<file path="src/rtl/dsp_ctrl_pkg.sv">
// rtl/dsp_ctrl_pkg.sv - shared FSM state and DSP48A1 OPMODE encodings
package dsp_ctrl_pkg;

  typedef enum logic [1:0] {
    IDLE  = 2'd0,
    RUN   = 2'd1,
    DRAIN = 2'd2,
    DONE  = 2'd3
  } state_e;

  // X mux in bits [1:0] (01 = M), Z mux in bits [3:2] (10 = P)
  localparam logic [7:0] OP_ZERO = 8'b0000_0000;  // P = 0
  localparam logic [7:0] OP_MUL  = 8'b0000_0001;  // P = M
  localparam logic [7:0] OP_MAC  = 8'b0000_1001;  // P = P + M
  localparam logic [7:0] OP_HOLD = 8'b0000_1000;  // P = P + 0

endpackage

</file>
<file path="src/rtl/dsp_opmode_dly.sv">
// rtl/dsp_opmode_dly.sv - fixed-depth OPMODE delay line aligning ops with the M stage
module dsp_opmode_dly import dsp_ctrl_pkg::*; #(
  parameter int DEPTH = 1
) (
  input  logic       clk_i,
  input  logic       rst_i,
  input  logic [7:0] op_i,
  output logic [7:0] op_o
);

  generate
    if (DEPTH == 0) begin : g_pass
      logic unused_clk_rst;
      assign unused_clk_rst = clk_i ^ rst_i;
      assign op_o = op_i;
    end else begin : g_chain
      logic [7:0] chain_q [DEPTH];

      // Shift the issued op down the chain; reset parks every stage on ZERO
      always_ff @(posedge clk_i or posedge rst_i) begin
        if (rst_i) begin
          for (int i = 0; i < DEPTH; i++) chain_q[i] <= OP_ZERO;
        end else begin
          chain_q[0] <= op_i;
          for (int i = 1; i < DEPTH; i++) chain_q[i] <= chain_q[i-1];
        end
      end

      assign op_o = chain_q[DEPTH-1];
    end
  endgenerate

endmodule

</file>
<file path="src/rtl/dsp48a1_mac_seq.sv">
// rtl/dsp48a1_mac_seq.sv - dot-product sequencer feeding an external DSP48A1 MAC
module dsp48a1_mac_seq import dsp_ctrl_pkg::*; #(
  parameter int LAT    = 3,
  parameter int OP_LAG = 1,
  parameter int LEN_W  = 8
) (
  input  logic             CLK,
  input  logic             RST,
  input  logic             start,
  input  logic [LEN_W-1:0] len,
  input  logic             in_valid,
  output logic             in_ready,
  input  logic [17:0]      in_a,
  input  logic [17:0]      in_b,
  output logic [17:0]      dsp_a,
  output logic [17:0]      dsp_b,
  output logic [7:0]       dsp_opmode,
  input  logic [47:0]      dsp_p,
  output logic             busy,
  output logic             res_valid,
  output logic [47:0]      res_data
);

  // DRAIN waits until the last MAC has landed in P, then samples it
  localparam int DRAIN_LEN = LAT + OP_LAG;
  localparam int DRAIN_W   = $clog2(DRAIN_LEN + 1);

  state_e             state_q, state_d;
  logic [LEN_W:0]     count_q, count_d;
  logic [LEN_W-1:0]   len_q, len_d;
  logic [DRAIN_W-1:0] drain_q, drain_d;
  logic [7:0]         op_q, op_d;
  logic [47:0]        res_q, res_d;
  logic [17:0]        a_q, b_q;
  logic               res_valid_q;
  logic               xfer;

  // count is one bit wider than len so len = 2^LEN_W-1 never wraps
  assign in_ready = (state_q == RUN) && (count_q < {1'b0, len_q});
  assign xfer     = in_valid && in_ready;

  // Next-state, issued op and result capture decisions
  always_comb begin
    state_d = state_q;
    count_d = count_q;
    len_d   = len_q;
    drain_d = drain_q;
    res_d   = res_q;
    op_d    = OP_ZERO;
    case (state_q)
      IDLE: begin
        if (start) begin
          len_d   = len;
          count_d = '0;
          if (len == '0) begin
            state_d = DONE;
            res_d   = '0;
          end else begin
            state_d = RUN;
          end
        end
      end
      RUN: begin
        if (xfer) begin
          op_d    = (count_q == '0) ? OP_MUL : OP_MAC;
          count_d = count_q + 1'b1;
          if (count_d == {1'b0, len_q}) begin
            state_d = DRAIN;
            drain_d = '0;
          end
        end else begin
          // a bubble must not disturb P: clear before the first pair, hold after
          op_d = (count_q == '0) ? OP_ZERO : OP_HOLD;
        end
      end
      DRAIN: begin
        op_d = OP_HOLD;
        if (drain_q == DRAIN_W'(DRAIN_LEN - 1)) begin
          state_d = DONE;
          res_d   = dsp_p;
        end else begin
          drain_d = drain_q + 1'b1;
        end
      end
      DONE: begin
        state_d = IDLE;
      end
      default: begin
        state_d = IDLE;
      end
    endcase
  end

  // Controller state, operand registers and registered outputs
  always_ff @(posedge CLK or posedge RST) begin
    if (RST) begin
      state_q     <= IDLE;
      count_q     <= '0;
      len_q       <= '0;
      drain_q     <= '0;
      res_q       <= '0;
      op_q        <= OP_ZERO;
      a_q         <= '0;
      b_q         <= '0;
      res_valid_q <= 1'b0;
    end else begin
      state_q     <= state_d;
      count_q     <= count_d;
      len_q       <= len_d;
      drain_q     <= drain_d;
      res_q       <= res_d;
      op_q        <= op_d;
      res_valid_q <= (state_q == DONE);
      if (xfer) begin
        a_q <= in_a;
        b_q <= in_b;
      end
    end
  end

  // op_q moves with the operands; the delay line lines it up with M
  dsp_opmode_dly #(
    .DEPTH (OP_LAG)
  ) u_opmode_dly (
    .clk_i (CLK),
    .rst_i (RST),
    .op_i  (op_q),
    .op_o  (dsp_opmode)
  );

  assign dsp_a     = a_q;
  assign dsp_b     = b_q;
  assign busy      = (state_q != IDLE);
  assign res_valid = res_valid_q;
  assign res_data  = res_q;

endmodule

</file>
<file path="config.mk">
export PLATFORM = sky130hd
export DESIGN_NAME = dsp48a1_mac_seq
export DESIGN_NICKNAME = d
export VERILOG_FILES = /design/src/rtl/dsp_ctrl_pkg.sv /design/src/rtl/dsp_opmode_dly.sv /design/src/rtl/dsp48a1_mac_seq.sv
export SDC_FILE = /design/constraint.sdc
export NUM_CORES = 1
export LEC_CHECK = 0
export BUFFER_PORTS_ARGS = -buffer_cell sky130_fd_sc_hd__buf_2
export CORE_UTILIZATION = 44
export DETAILED_ROUTE_END_ITERATION = 10
export PLACE_DENSITY_LB_ADDON = 0.05
export SLEW_MARGIN = 40
export SYNTH_ARGS = -nofsm -noshare
export SYNTH_HDL_FRONTEND = slang
export SYNTH_SLANG_ARGS = --single-unit
</file>
<file path="constraint.sdc">
create_clock -name CLK -period 3 [get_ports CLK]
set_clock_uncertainty 0.05 [all_clocks]
set_input_delay 0.15 -clock CLK [delete_from_list [all_inputs] [get_ports CLK]]
set_output_delay 0.15 -clock CLK [all_outputs]
set_load 0.02 [all_outputs]
</file>
# Yosys cells after proc, flatten, opt, wreduce, memory -nomap -nowiden
# Cells that the tools add are included.
[op_classes]
n_addsub = 2
magnitude_cmp = 1
n_eq_ne = 11
n_mux = 21
n_reduce_logical = 14
[ops]
columns = ["op", "count"]
rows = [
  ["$mux 48", 3],
  ["$pmux 48 s2", 1],
  ["$mux 9", 2],
  ["$pmux 9 s2", 1],
  ["$mux 4", 3],
  ["$reduce_and 4->1", 3],
  ["$mux 2", 5],
  ["$ne 2x2->1 const B", 5],
  ["$add 9x1->9 const B", 1],
  ["$eq 9x8->1", 1],
  ["$logic_not 9->1", 1],
  ["$lt 9x8->1", 1],
  ["$mux 3", 3],
  ["$logic_not 8->1", 1],
  ["$pmux 2 s4", 1],
  ["$pmux 4 s2", 1],
  ["$reduce_bool 2->1", 4],
  ["$pmux 3 s2", 1],
  ["$eq 2x2->1 const B", 2],
  ["$add 3x1->3 const B", 1],
  ["$eq 3x2->1 const B", 1],
  ["$reduce_and 3->1", 1],
  ["$eq 2x1->1 const B", 1],
  ["$logic_and 1x1->1", 2],
  ["3 further kinds", 3],
]
[word_totals]
regBits = 123
inputBits = 96
output_inout_bits = 95
wordCells = 59

# Depth between registers and ports, before layout
# Gate-level depths: netlist (run 1).
[depth]
word_depth = 5
depth_mapped = 11
mapped_depth_nobuf = 9

# Modules after synthesis
# From an unflattened synthesis (run 1), not the netlist that was laid out.
[hier_totals]
cells_unflattened = 488
hier_area_um2 = 5157.4
[modules_own_cells]
columns = ["mod", "instances", "cells_per_inst", "area_per_inst_um2", "seq_area_each_um2"]
rows = [
  ["dsp48a1_mac_seq", 1, 479, 4953.5, 2727.6],
  ["dsp_opmode_dly", 1, 9, 203.9, 200.2],
]

# Worst setup path before layout (run 1)
# OpenSTA, ideal clock, no wires.
[synth_timing]
path_kind = "register to register"
from = "reg count_q[0]"
to = "reg state_q[0]"
setup_ns = 0.079
arrival_ns = 2.353
t_required_ns = 2.871
slack_ns = 0.517
path_stages_with_launch = 11
n_path_buf = 1
synth_period_minus_slack_ns = 2.483
cell_sequence = "dfrtp_1 buf_2 inv_1 ha_1 xor2_1 a211oi_1 nand2_1 a2111oi_2 a41oi_2 nor3_2 mux2i_1"
[synth_between]
elab_chain_len = 5
word_cells_on_any_way = 8
classes_between = "add/sub (1); order compare (1); eq/ne (3); reduce/logical (3)"
[synth_lines]
columns = ["element", "line", "rtl"]
rows = [
  ["start, declared", "dsp48a1_mac_seq.sv:29", "logic [LEN_W:0] count_q, count_d;"],
  ["start signal, assigned", "dsp48a1_mac_seq.sv:108", "count_q <= count_d;"],
  ["parallel branches: the longest is 4 deep, another holds $add 9x1->9", "n/a", ""],
  ["$reduce_and 4->1 (no line) *", "n/a", ""],
  ["end signal, assigned", "dsp48a1_mac_seq.sv:107", "state_q <= state_d;"],
  ["end, declared", "dsp48a1_mac_seq.sv:28", "state_e state_q, state_d;"],
]
# Every way passes the cells marked *.
# A chain may end at the register's enable or synchronous reset.

# Worst setup path in the final report (run 1)
[layout_timing]
from = "reg count_q[0]"
to = "reg state_q[1]"
# The elaborated chain is that of the path after synthesis.

==> results.ini, run 1 <==
[timing]
min_period_over_period_pct=90.4
hold_slack_ps=167
fmax_ghz=0.369
period_needed_ps=2710
fin_ws_ps=287
slew_headroom_pct=60.5
slew_viol_final=0
rsz0062_at_grt=no
tightest_slew_ps=586
final-hold-violation-count=0
fin_tns_setup_ps=0
setup_violations=0

[yosys]
synth_xor_area_share_pct=1.21
synthAdderAreaFrac_pct=4.21
synth_top_family_by_area=simple AND/OR/NAND/NOR gates
synth_mux_area_share_pct=3.37
synth_top_area_cell=dfrtp_1
synth_cell_types=50
netlist_area_sq_um=5050
synth_edf_count=0
seq_area_frac_synth_pct=55.0
yosysWarnings=0
postSynthCellCount=487
ys.flop_type=dfrtp_1
synth_area_leaders=dfrtp_1 (55%), nand2_1 (9.5%), a22o_1 (8.3%)
synth_compound_area_share_pct=14.4
syn_area_per_cell_sq_um=10.4
ys_ff_latch=111
synthArstFlopShare_pct=100
yosysTopAreaCellShare_pct=55.0
yosys.area_share.simple_pct=16.5

[die]
initial_core_util_pct=45.8
io_pins=191
rows=38
dieArea_sq_um=11900
die_height_um=109
core-area_sq_um=11000
die_w_um=109

[job]
maxCapViolations=0

[worst_setup_path]
critPathKind=flip-flop to flip-flop
cp_slowest_stage_delay_ps=490
startpoint=count_q[0]
worstPathRequired_ps=3220
startpoint_type=flip-flop
crit_arrival_ps=2940
cp-end-kind=flip-flop
rr_startpoint=count_q[0]
slowest_stage=dfrtp_1
rrSetupSlack_ps=290
path_cells=inv_1, ha_1, xor2_1, a211oi_1, nand2_1, a2111oi_2, a41oi_2, nor3_2, mux2i_1
worst-path-max-fanout=9

[worst_hold_path]
hold_start=start
hold_path.class=primary input to flip-flop

[power]
total_power_uw=6330
p_per_area_nw_per_um2=861
p_leak_uw=0.00391
vdd_drop_max_v=0.000486

[final_layout]
nets=868
layout-drive-gt1-share_pct=30.1
final_util_pct=66.7
area_delta_synth_final_pct=45.7
nFillCells=867
antenna_cells=0

[outcome]
status=complete, no violations

[place]
port-buffer-count=184
gp_congestion=0.898
dpl_worst_slack_ps=297
dpl.hpwl_mm=9.26

[clock_network]
post_cts_resized=0
cts-root-buf=clkbuf_16
clockBufferDepth=2
cts_tree=built
post-cts-setup-buffers=0
path_clk_slew_ps=70
clock_sinks=111
cts_buffers=9
cts_max_level=3
worstSkewPairLatency_ps=350

[route]
drc_errors=0
ant_nets=0
vias=4630
drt-pass1-iter-count=5
drt-vias-per-instance=5.14
drt_iter0_drc=265
drt-total-wl_mm=14.3
wl_per_cell_um=15.9

[grt]
grt_pass1_vias=4533
gr-total-overflow=0
grt_usage_pct=24.1
antenna_found_initial=0
grt_pass1_wl_mm=21.9
grt_max_degree=73

[cell usage after synthesis (all sizes together), types with 6 or more instances]
master	instances
nand3	6
o21ai	14
buf	21
ha	17
dfrtp	111
nor2	18
mux2i	8
a22o	48
nand4	8
clkbuf	15
mux2	8
a21oi	10
inv	18
nand2	128
[per-layer routing]
metal  global-route usage (%)  share of wire (%)  vias to the layer above
met4                     10.6                2.6                        0
met2                     41.3                 49                      174
met3                     4.06                5.9                       31
met5                        0                  0                        -
li1                         -                  -                     2203
met1                     29.8                 43                     2222
[area by class of cell]
| cell class | count | area (sq um) | share of cell area [%] |
|---|---|---|---|
| multi-input combinational | 327 | 2040 | 27.7 |
| inverter | 18 | 71.3 | 0.970 |
| sequential | 111 | 2780 | 37.8 |
| clock inverter | 6 | 78.8 | 1.07 |
| timing repair buffer | 288 | 1970 | 26.8 |
| clock buffer | 10 | 239 | 3.25 |
| tap | 140 | 175 | 2.38 |
[power by group]
group / leakage (uW) / internal [uW] / switching, uW
registers: 0.00146 / 2000 / 338
clock network: 0.000148 / 682 / 569
logic: 0.00230 / 1060 / 1680
total: 0.00391 / 3750 / 2580
[what timing repair did]
item	4_1_cts	5_1_grt
endpoints found under the setup margin	0	0
hold endpoints to repair	109	0
hold buffers	93	0
[placed cells by master (no fill, tap or decap), drive strengths merged, types with 2 or more instances in the layout]
cell type / netlist / final
a211oi: 2 / 2
a21oi: 10 / 10
a22o: 48 / 48
a31o: 2 / 2
and3: 4 / 4
buf: 21 / 195
clkbuf: 15 / 10
clkinv: 0 / 2
clkinvlp: 0 / 3
conb: 1 / 6
dfrtp: 111 / 111
dlygate4sd3: 0 / 93
ha: 17 / 17
inv: 18 / 18
mux2: 8 / 8
mux2i: 8 / 8
nand2: 128 / 128
nand2b: 3 / 3
nand3: 6 / 6
nand3b: 2 / 2
nand4: 8 / 8
nand4b: 2 / 2
nor2: 18 / 18
nor2b: 3 / 3
nor3: 3 / 3
nor4: 3 / 3
o211a: 2 / 2
o211ai: 2 / 2
o21ai: 14 / 14
or3: 4 / 4
or4: 2 / 2
xnor2: 4 / 4
xor2: 3 / 3
[through the flow]
stage	area, sq um	cells
after floorplan	5070	492
after global placement	6090	790
after detailed placement	6110	791
after CTS	7350	900
after global routing	7350	900
final	7350	900
[final timing paths]
| check | to | cells after the start |
|---|---|---|
| worst max-delay path | state_q[1] | 9 |
| min in group asynchronous | dsp_a[8] | 3 |
| worst max register to register | state_q[1] | 9 |
| worst min-delay path | count_q[2] | 3 |
| max in group asynchronous | dsp_b[4] | 5 |
| worst min register to register | u_opmode_dly.op_o[3] | 0 |
[flip-flops by register name, indices dropped and copies added (netlist names)]
name / cells
u_opmode_dly.op_o: 2
drain_q: 3
state_q: 2
res_data: 48
op_q: 2
len_q: 8
count_q: 9
dsp_b: 18
res_valid: 1
dsp_a: 18
[critical path: cells and delay by family (launching register included)]
| family | cells | cell delay (ps) |
|---|---|---|
| mux | 1 | 210 |
| compound gates | 3 | 910 |
| buf+inv | 1 | 110 |
| fa+ha+maj | 1 | 340 |
| simple gates | 2 | 380 |
| xor+xnor | 1 | 160 |
| flops | 1 | 490 |
[kinds of logic (layout without fill, tap and decap cells)]
| kind of cell | Yosys count | count (layout) |
|---|---|---|
| AND/OR/NAND/NOR | 189 | 189 |
| flip-flops | 111 | 111 |
| AO/OA/AOI/OAI | 92 | 92 |
| buffers and inverters | 54 | 322 |
| adder cells (fa/ha/maj) | 17 | 17 |
| multiplexers | 16 | 16 |
| XOR/XNOR | 7 | 7 |
| other | 1 | 6 |
Note: power is estimated with default switching activity, not from simulation.
==> run 2: changes to the inputs <==
- CORE_UTILIZATION: 44 -> 53
- clock period: 3 -> 3.2 ns (I/O delays scaled with it)
==> run 2 against run 1 <==
Clock power fell by 33%. Global-route usage rose by 4.4 points. Critical path depth did not move. Worst setup slack improved by 110 ps. Critical path type unchanged. Largest power group unchanged. Highest routed layer unchanged.
==> results.ini, run 2 (same netlist as run 1, synthesis figures left out) <==
[outcome]
status=complete, no violations

[route]
ant_nets=0  ; unchanged
wl_per_cell_um=15.9  ; +0.11%
drt-pass1-iter-count=5  ; unchanged
drt-total-wl_mm=14.0  ; -1.6%
drt_iter0_drc=232  ; -12%
drt-vias-per-instance=5.28  ; +2.7%
vias=4677  ; +1.0%
drc_errors=0  ; unchanged

[worst_setup_path]
startpoint_type=flip-flop
worstPathRequired_ps=3440  ; +220 ps
worst-path-max-fanout=9  ; unchanged
rrSetupSlack_ps=390  ; +110 ps
reg2reg_depth=9  ; unchanged
startpoint=count_q[0]
critPathKind=flip-flop to flip-flop
crit_arrival_ps=3050  ; +110 ps
reg2reg_to=state_q[0]
cp-end-kind=flip-flop
rr_startpoint=count_q[0]
crit_end=state_q[0]

[timing]
setup_violations=0  ; unchanged
fin_ws_ps=393  ; +106 ps
tightest_slew_ps=658  ; +71.8 ps
fmax_ghz=0.356  ; -3.3%
rsz0062_at_grt=no
slew_headroom_pct=55.7  ; -4.8 points
slew_viol_final=0  ; unchanged
final-hold-violation-count=0  ; unchanged
min_period_over_period_pct=87.7  ; -2.7 points
period_needed_ps=2810  ; +93.5 ps
fin_tns_setup_ps=0  ; unchanged

[die]
rows=35  ; -7.9%
die_height_um=99.6  ; -8.7%
io_pins=191  ; unchanged
die_w_um=99.6  ; -8.7%
dieArea_sq_um=9920  ; -17%
core-area_sq_um=9240  ; -16%
initial_core_util_pct=54.6  ; +8.9 points

[place]
dpl.hpwl_mm=8.65  ; -6.7%
dpl_worst_slack_ps=468  ; +171 ps
postPlaceCellArea_sq_um=6030  ; -1.2%
port-buffer-count=184  ; unchanged
gp_congestion=0.971  ; +8.2%

[clock_network]
post-cts-setup-buffers=0  ; unchanged
clockBufferDepth=2  ; unchanged
cts_buffers=9  ; unchanged
cts_max_level=3  ; unchanged
path_clk_slew_ps=110  ; +40 ps
cts-root-buf=clkbuf_8
clock_sinks=111  ; unchanged
worstSkewPairLatency_ps=370  ; +20 ps
cts_tree=built

[final_layout]
largest_reg_flops=48  ; unchanged
area_delta_synth_final_pct=41.9
stdcell_area_sq_um=7170  ; -2.6%
final_common_cell=buf_2
antenna_cells=0  ; unchanged
most-common-layout-cells=buf_2 (184), nand2_1 (128), dfrtp_1 (111)
final_util_pct=77.5  ; +11 points
nets=864  ; -0.46%
layout-drive-gt1-share_pct=29.6  ; -0.50 points

[grt]
antenna_found_initial=0  ; unchanged
gr-total-overflow=0  ; unchanged
grt_pass1_vias=4567  ; +0.75%
grt_usage_pct=28.5  ; +4.4 points
grt_pass1_wl_mm=22.0  ; +0.85%
grt_max_degree=64  ; -12%

[power]
p_leak_uw=0.00383  ; -1.9%
p_per_area_nw_per_um2=776  ; -9.8%
vdd_drop_max_v=0.000545  ; +12%

[job]
maxCapViolations=0  ; unchanged

[worst_hold_path]
hold_path.class=primary input to flip-flop

[run 2: layout make-up]
cell class / instances / area (sq um)
Timing Repair Buffer: 284 / 1920
Tap cell: 129 / 161
Multi-Input combinational cell: 327 / 2040
Inverter: 18 / 72.6
Clock buffer: 9 / 124
Clock inverter: 7 / 73.8
Sequential cell: 111 / 2780
Fill cell: 596 / 2070
[run 2: how the worst min path moves through the flow]
stage          startpoint                    to  depth (start not counted)
6_report            start            count_q[2]                          3
5_1_grt             start            count_q[2]                          3
3_3_place_gp      op_q[3]  u_opmode_dly.op_o[3]                          0
4_1_cts             start            count_q[2]                          3
2_1_floorplan     in_a[0]              dsp_a[0]                          2
3_5_place_dp      op_q[0]  u_opmode_dly.op_o[0]                          0
[run 2: per-stage QoR]
step	hold slack (ps)	std cells	total power (uW)
finish	143	885	5560
detailed placement	294	776	4620
global route	145	885	5910
floorplan	215	492	3830
CTS	130	885	5540
global placement	284	776	4560
[run 2: routing by layer]
| metal | wire length (um) | share of wire (%) | global-route usage (%) | vias up |
|---|---|---|---|---|
| met5 | 0 | 0 | 0 | - |
| li1 | - | - | - | 2197 |
| met3 | 861 | 6.1 | 4.71 | 30 |
| met4 | 297 | 2.1 | 9.50 | 0 |
| met1 | 5730 | 41 | 36.5 | 2249 |
| met2 | 7150 | 51 | 49.5 | 201 |
[run 2: power by group]
group          total [uW]  switching [uW]  internal [uW]
sequential           2190             314           1880
clock                 832             526            307
combinational        2540            1570            968
total                5560            2410           3150
[run 2: worst max-delay path, cell delays in order (launching register included)]
cell,delay [ps]
dfrtp_1,510
inv_1,110
ha_1,350
xor2_1,150
a211oi_1,230
nand2_1,90
a2111oi_2,450
a41oi_2,280
nor3_2,290
mux2i_1,230
[run 2: timing repair]
action | in CTS | in global routing
endpoints found under the hold margin | 154 | 0
gates resized for setup | 0 | 0
hold buffers | 93 | 0
setup endpoints to repair | 0 | 0
